[src/rtl/decode_unit.sv]
// RV32I ID stage: decodes IF/ID, forms immediates/controls, detects load-use hazards, registers ID/EX.
// Latency 1 cycle; ID_stall (load-use or EX_stall, dropped on ID_flush) holds fetch; EX_stall holds the latch.
// DECODE_RV32M_EN enables MUL..REMU decode for OP with funct7=0000001.
module decode_unit #(
    parameter int          XLEN     = 32,
    parameter logic [31:0] NOP_INSN = 32'h0000_0013
) (
    input  logic            clk,
    input  logic            reset,
    input  logic [XLEN-1:0] IF_ID_PC,
    input  logic [31:0]     IF_ID_instr,
    input  logic            IF_Valid,
    input  logic            ID_flush,
    input  logic            EX_stall,
    output logic [4:0]      rs1_addr,
    output logic [4:0]      rs2_addr,
    input  logic [XLEN-1:0] rs1_data,
    input  logic [XLEN-1:0] rs2_data,
    output logic            ID_stall,
    output logic [XLEN-1:0] ID_EX_PC,
    output logic [XLEN-1:0] ID_EX_rs1_data,
    output logic [XLEN-1:0] ID_EX_rs2_data,
    output logic [XLEN-1:0] ID_EX_imm,
    output logic [4:0]      ID_EX_rd,
    output logic [4:0]      ID_EX_rs1,
    output logic [4:0]      ID_EX_rs2,
    output logic [4:0]      ID_EX_alu_op,
    output logic            ID_EX_src_pc,
    output logic            ID_EX_src_imm,
    output logic            ID_EX_mem_read,
    output logic            ID_EX_mem_write,
    output logic            ID_EX_reg_write,
    output logic            ID_EX_branch,
    output logic            ID_EX_jump,
    output logic [2:0]      ID_EX_funct3,
    output logic            ID_EX_illegal,
    output logic            ID_EX_Valid
);
    localparam logic [6:0] OPC_LUI    = 7'b0110111;
    localparam logic [6:0] OPC_AUIPC  = 7'b0010111;
    localparam logic [6:0] OPC_JAL    = 7'b1101111;
    localparam logic [6:0] OPC_JALR   = 7'b1100111;
    localparam logic [6:0] OPC_BRANCH = 7'b1100011;
    localparam logic [6:0] OPC_LOAD   = 7'b0000011;
    localparam logic [6:0] OPC_STORE  = 7'b0100011;
    localparam logic [6:0] OPC_OPIMM  = 7'b0010011;
    localparam logic [6:0] OPC_OP     = 7'b0110011;
    localparam logic [6:0] OPC_FENCE  = 7'b0001111;

    localparam logic [4:0] ALU_ADD   = 5'd0;
    localparam logic [4:0] ALU_SUB   = 5'd1;
    localparam logic [4:0] ALU_PASSB = 5'd10;

    typedef struct packed {
        logic [4:0] alu_op;
        logic       src_pc;
        logic       src_imm;
        logic       mem_read;
        logic       mem_write;
        logic       reg_write;
        logic       branch;
        logic       jump;
        logic [2:0] funct3;
        logic       illegal;
    } ctrl_t;

    logic [6:0]  opcode;
    logic [2:0]  funct3;
    logic [6:0]  funct7;
    logic [4:0]  rd;
    logic [31:0] imm32;
    logic        uses_rs1;
    logic        uses_rs2;
    logic        hazard;
    ctrl_t       dec;
    ctrl_t       ctrl_q;

    assign opcode   = IF_ID_instr[6:0];
    assign rd       = IF_ID_instr[11:7];
    assign funct3   = IF_ID_instr[14:12];
    assign funct7   = IF_ID_instr[31:25];
    assign rs1_addr = IF_ID_instr[19:15];
    assign rs2_addr = IF_ID_instr[24:20];

    // funct3 ordering shared by OP and OP-IMM; alt selects SUB/SRA
    function automatic logic [4:0] base_alu(input logic [2:0] f3, input logic alt);
        case (f3)
            3'd0:    base_alu = alt ? ALU_SUB : ALU_ADD;
            3'd1:    base_alu = 5'd2;
            3'd2:    base_alu = 5'd3;
            3'd3:    base_alu = 5'd4;
            3'd4:    base_alu = 5'd5;
            3'd5:    base_alu = alt ? 5'd7 : 5'd6;
            3'd6:    base_alu = 5'd8;
            default: base_alu = 5'd9;
        endcase
    endfunction

    always_comb begin
        dec        = '0;
        dec.funct3 = funct3;
        imm32      = '0;
        uses_rs1   = 1'b0;
        uses_rs2   = 1'b0;
        case (opcode)
            OPC_LUI: begin
                dec.alu_op = ALU_PASSB; dec.src_imm = 1'b1; dec.reg_write = 1'b1;
                imm32 = {IF_ID_instr[31:12], 12'b0};
            end
            OPC_AUIPC: begin
                dec.src_pc = 1'b1; dec.src_imm = 1'b1; dec.reg_write = 1'b1;
                imm32 = {IF_ID_instr[31:12], 12'b0};
            end
            OPC_JAL: begin
                dec.jump = 1'b1; dec.reg_write = 1'b1; dec.src_pc = 1'b1; dec.src_imm = 1'b1;
                imm32 = {{12{IF_ID_instr[31]}}, IF_ID_instr[19:12], IF_ID_instr[20],
                         IF_ID_instr[30:21], 1'b0};
            end
            OPC_JALR: begin
                dec.jump = 1'b1; dec.reg_write = 1'b1; dec.src_imm = 1'b1;
                imm32 = {{20{IF_ID_instr[31]}}, IF_ID_instr[31:20]};
                uses_rs1 = 1'b1;
            end
            OPC_BRANCH: begin
                dec.branch = 1'b1; dec.alu_op = ALU_SUB;
                imm32 = {{20{IF_ID_instr[31]}}, IF_ID_instr[7], IF_ID_instr[30:25],
                         IF_ID_instr[11:8], 1'b0};
                uses_rs1 = 1'b1; uses_rs2 = 1'b1;
            end
            OPC_LOAD: begin
                dec.mem_read = 1'b1; dec.reg_write = 1'b1; dec.src_imm = 1'b1;
                imm32 = {{20{IF_ID_instr[31]}}, IF_ID_instr[31:20]};
                uses_rs1 = 1'b1;
            end
            OPC_STORE: begin
                dec.mem_write = 1'b1; dec.src_imm = 1'b1;
                imm32 = {{20{IF_ID_instr[31]}}, IF_ID_instr[31:25], IF_ID_instr[11:7]};
                uses_rs1 = 1'b1; uses_rs2 = 1'b1;
            end
            OPC_OPIMM: begin
                dec.src_imm = 1'b1; dec.reg_write = 1'b1;
                imm32 = {{20{IF_ID_instr[31]}}, IF_ID_instr[31:20]};
                uses_rs1 = 1'b1;
                dec.alu_op = base_alu(funct3, (funct3 == 3'd5) && funct7[5]);
                if ((funct3 == 3'd1 && funct7 != 7'h00) ||
                    (funct3 == 3'd5 && funct7 != 7'h00 && funct7 != 7'h20))
                    dec.illegal = 1'b1;
            end
            OPC_OP: begin
                dec.reg_write = 1'b1;
                uses_rs1 = 1'b1; uses_rs2 = 1'b1;
                if (funct7 == 7'h00)
                    dec.alu_op = base_alu(funct3, 1'b0);
                else if (funct7 == 7'h20 && (funct3 == 3'd0 || funct3 == 3'd5))
                    dec.alu_op = base_alu(funct3, 1'b1);
`ifdef DECODE_RV32M_EN
                else if (funct7 == 7'h01)
                    dec.alu_op = 5'd11 + {2'b00, funct3};
`endif
                else
                    dec.illegal = 1'b1;
            end
            OPC_FENCE: ;
            default: dec.illegal = 1'b1;
        endcase
        // an undecodable word must not touch memory, registers or control flow
        if (dec.illegal) begin
            dec         = '0;
            dec.illegal = 1'b1;
        end
        if (rd == 5'd0 || IF_ID_instr == NOP_INSN)
            dec.reg_write = 1'b0;
    end

    assign hazard = IF_Valid & ID_EX_Valid & ctrl_q.mem_read & (ID_EX_rd != 5'd0) &
                    ((uses_rs1 & (rs1_addr == ID_EX_rd)) | (uses_rs2 & (rs2_addr == ID_EX_rd)));
    assign ID_stall = (hazard | EX_stall) & ~ID_flush;

    always_ff @(posedge clk or posedge reset) begin
        if (reset) begin
            ID_EX_Valid    <= 1'b0;
            ctrl_q         <= '0;
            ID_EX_PC       <= '0;
            ID_EX_rs1_data <= '0;
            ID_EX_rs2_data <= '0;
            ID_EX_imm      <= '0;
            ID_EX_rd       <= '0;
            ID_EX_rs1      <= '0;
            ID_EX_rs2      <= '0;
        end else if (ID_flush) begin
            ID_EX_Valid <= 1'b0;
            ctrl_q      <= '0;
        end else if (!EX_stall) begin
            ID_EX_Valid    <= IF_Valid & ~hazard;
            ctrl_q         <= (IF_Valid & ~hazard) ? dec : '0;
            ID_EX_PC       <= IF_ID_PC;
            ID_EX_rs1_data <= rs1_data;
            ID_EX_rs2_data <= rs2_data;
            ID_EX_imm      <= XLEN'($signed(imm32));
            ID_EX_rd       <= rd;
            ID_EX_rs1      <= rs1_addr;
            ID_EX_rs2      <= rs2_addr;
        end
    end

    assign ID_EX_alu_op    = ctrl_q.alu_op;
    assign ID_EX_src_pc    = ctrl_q.src_pc;
    assign ID_EX_src_imm   = ctrl_q.src_imm;
    assign ID_EX_mem_read  = ctrl_q.mem_read;
    assign ID_EX_mem_write = ctrl_q.mem_write;
    assign ID_EX_reg_write = ctrl_q.reg_write;
    assign ID_EX_branch    = ctrl_q.branch;
    assign ID_EX_jump      = ctrl_q.jump;
    assign ID_EX_funct3    = ctrl_q.funct3;
    assign ID_EX_illegal   = ctrl_q.illegal;
endmodule

[config.mk]
export PLATFORM = sky130hd
export DESIGN_NAME = decode_unit
export DESIGN_NICKNAME = d
export VERILOG_FILES = /design/src/rtl/decode_unit.sv
export SDC_FILE = /design/constraint.sdc
export NUM_CORES = 1
export LEC_CHECK = 0
export CAP_MARGIN = 30
export CORE_ASPECT_RATIO = 1.4
export CORE_MARGIN = 8
export CORE_UTILIZATION = 30
export DETAILED_ROUTE_END_ITERATION = 10
export GPL_ROUTABILITY_DRIVEN = 1
export GPL_TIMING_DRIVEN = 0
export SYNTH_ARGS = -nofsm -noshare
export SYNTH_HDL_FRONTEND = slang
export SYNTH_SLANG_ARGS = --single-unit
[constraint.sdc]
create_clock -name clk -period 5.19 [get_ports clk]
set_input_delay 1.038 -clock clk [delete_from_list [all_inputs] [get_ports clk]]
set_output_delay 1.038 -clock clk [all_outputs]
set_load 0.01 [all_outputs]
==> results.toml <==
[global_routing]
overflow = 0
antenna_found_initial = 1
grt_pass1_wl_mm = 41.3
grt_max_degree = 41
grt_pass1_vias = 7059
grtUsageTotal = 0.196

[cts]
cts_max_path_buffers = 2
cts_made_buffers = 17
worstSkewPairLatency_ns = 0.42
root_buffer = "clkbuf_16"
cts_tree = "yes"
clock_sinks = 159
cts_resized = 0
clk_pin_slew_worst_paths_ns = 0.06
htree_num_levels = 4
postCtsSetupBuffers = 0
ctsHoldBuffers = 0

[critical_path]
crit_type = "input port to output port"
start_kind = "input port"
worst-path-max-fanout = 6
critPathCaptureType = "output port"
crit_arrival_ns = 3.38
worstPathRequired_ns = 4.15

[place]
placed_cell_area_mm2 = 0.0102
pre_cts_slack_ns = 0.805
hpwl_mm = 21.1
dp.cells = 1379
place_congestion = 0.928
portBuffers = 298

[logic_synthesis]
ys_seq_area_frac = 0.585
synthFlopType = "dfrtp_1"
syn_area_mm2 = 0.00680
ys_warn_count = 0
syn_area_per_cell_um2 = 8.76
syn_inst = 776
synth-edff-count = 0
synth_nets = 909
synthArstFlopShare = 1.00
ys_ff_latch = 159
synth.distinct_cells = 50

[power]
swShare = 0.274
p_per_area_mw_per_mm2 = 314
clockPowerShare = 0.371
ir_worst_vdd_uv = 213
p_leak_nw = 4.98
finalPower_mw = 3.40
power_switching_mw = 0.931
pwr-share-comb = 0.208
seqPwrFrac = 0.421
intPower_mw = 2.47

[timing]
worst_slew_pin_slew_ns = 1.02
tns_ns = 0
worst_slack_ns = 0.770
setup_viol = 0
drv_slew = 0
relSlewSlack = 0.312
fin_crit_sh = 0.852
finalCriticalPeriod_ns = 4.42
rsz0062_at_grt = "no"
fmax_mhz = 226
skew_ns = 0.00247
finalHoldViolations = 0

[cells_and_area]
mostFrequentLayoutCell = "nand2_1"
stdcell_count = 1411
area_growth_pct = 59.3
design_area_mm2 = 0.0108
drive_gt1_frac = 0.0559
final_nets = 1230
antennaDiodeCount = 0
final_cell_mix = "nand2_1, clkdlybuf4s50_1, dfrtp_1"

[routing]
routed_via_density = 4.64
route.detailed.drc = 0
dr.pass1.iters = 4
drt-total-wl_mm = 26.8
vias = 6548
drtAntennaViolNets = 0
drt_iter0_markers = 279
routedWlPerCell_um = 19.0

[outcome]
status = "finished, final reports clean"

[die]
dieArea_mm2 = 0.0278
die_x_um = 143
rows = 65
io_pins = 304
core_area_mm2 = 0.0224
die_y_um = 194
start_util = 0.304

[min_path]
hp-class = "flop to flop"

[run]
drv_cap = 0
## through the flow
stage,utilization,hold WS (ns)
floorplan,-,0.514
global placement,0.454,0.457
detailed placement,0.458,0.462
CTS,0.484,0.477
global route,0.484,0.499
finish,0.484,0.473
## cell type report
cell class              count  area (um^2)
clock inverters            12          135
repair buffers            302         3060
flip-flops and latches    159         3980
fillers                  2168        11500
well taps                 301          377
plain buffers              55          268
inverters                   6         26.3
multi-input cells         556         2530
clock buffers              20          457
## kinds of logic after synthesis
family	after synthesis	share of synthesized area
AOI/OAI and AO/OA	84	0.0850
xor gates and xnor gates	11	0.0142
buffers and inverters	61	0.0427
DFF	159	0.585
other	1	0.000552
and+or+nand+nor	460	0.272
## critical path, cell delays in order
cell,delay (ns)
clkdlybuf4s50_1,0.53
and2_1,0.30
nand2_1,0.17
nor4_1,0.37
o211ai_1,0.21
a21oi_1,0.20
clkdlybuf4s50_1,0.56
## sequential cells by signal (all words and copies together), names as in the netlist, 3 cells and up
signal / count
ID_EX_PC: 32
ID_EX_imm: 32
ID_EX_rs1_data: 32
ID_EX_rs2_data: 32
ID_EX_rd: 5
ID_EX_rs1: 5
ID_EX_rs2: 5
ID_EX_alu_op: 4
ID_EX_funct3: 3
## cell usage after synthesis, types with 2 or more instances
master      n  area, um^2
a21o_1      2        15.0
a21oi_1    15        75.1
a221oi_1    5        43.8
a22o_1      8        70.1
a32o_1      5        50.1
a32oi_1     2        17.5
and2_1      2        12.5
and3_1      2        12.5
buf_2       7        35.0
buf_4      12        90.1
clkbuf_1   34         128
dfrtp_1   159        3980
inv_1       5        18.8
nand2_1   382        1430
nand2b_1    5        31.3
nand3_1    23         115
nand4_1     3        18.8
nand4b_1    2        17.5
nor2_1     26        97.6
nor3_1      3        15.0
nor4bb_1    2        20.0
o211ai_1    7        52.6
o21ai_0    14        70.1
o21ai_1    12        60.1
o22ai_1     2        12.5
o31ai_1     4        30.0
xnor2_1     7        61.3
xor2_1      4        35.0
## power by group through the flow
stage | clock (mW) | sequential [mW] | combinational (mW)
2_1_floorplan | 0 | 1.50 | 0.199
3_3_place_gp | 0 | 1.45 | 0.708
3_5_place_dp | 0 | 1.45 | 0.716
4_1_cts | 1.30 | 1.43 | 0.720
5_1_grt | 1.35 | 1.44 | 0.771
6_report | 1.26 | 1.43 | 0.707
## routing by layer
layer	track usage	part of all wire
met4	0.0633	0.021
met1	0.209	0.37
met5	0	0.00034
met2	0.340	0.50
met3	0.0806	0.10
## path summary, 6_finish.rpt
| kind | start | endpoint | slack, ns | depth (start not counted) |
|---|---|---|---|---|
| setup reg to reg | ID_EX_rd[1] | ID_EX_alu_op[0] | 3.16 | 7 |
| hold / removal | ID_EX_rs2_data[21] | ID_EX_rs2_data[21] | 0.47 | 2 |
| hold reg to reg | ID_EX_rs2_data[21] | ID_EX_rs2_data[21] | 0.47 | 2 |
| min in group asynchronous | reset | ID_EX_rs2_data[27] | 0.99 | 2 |
| max in group asynchronous | reset | ID_EX_imm[7] | 3.36 | 4 |
| setup / recovery | IF_ID_instr[1] | ID_stall | 0.77 | 7 |
No activity file was read; power rests on OpenSTA's default activity.
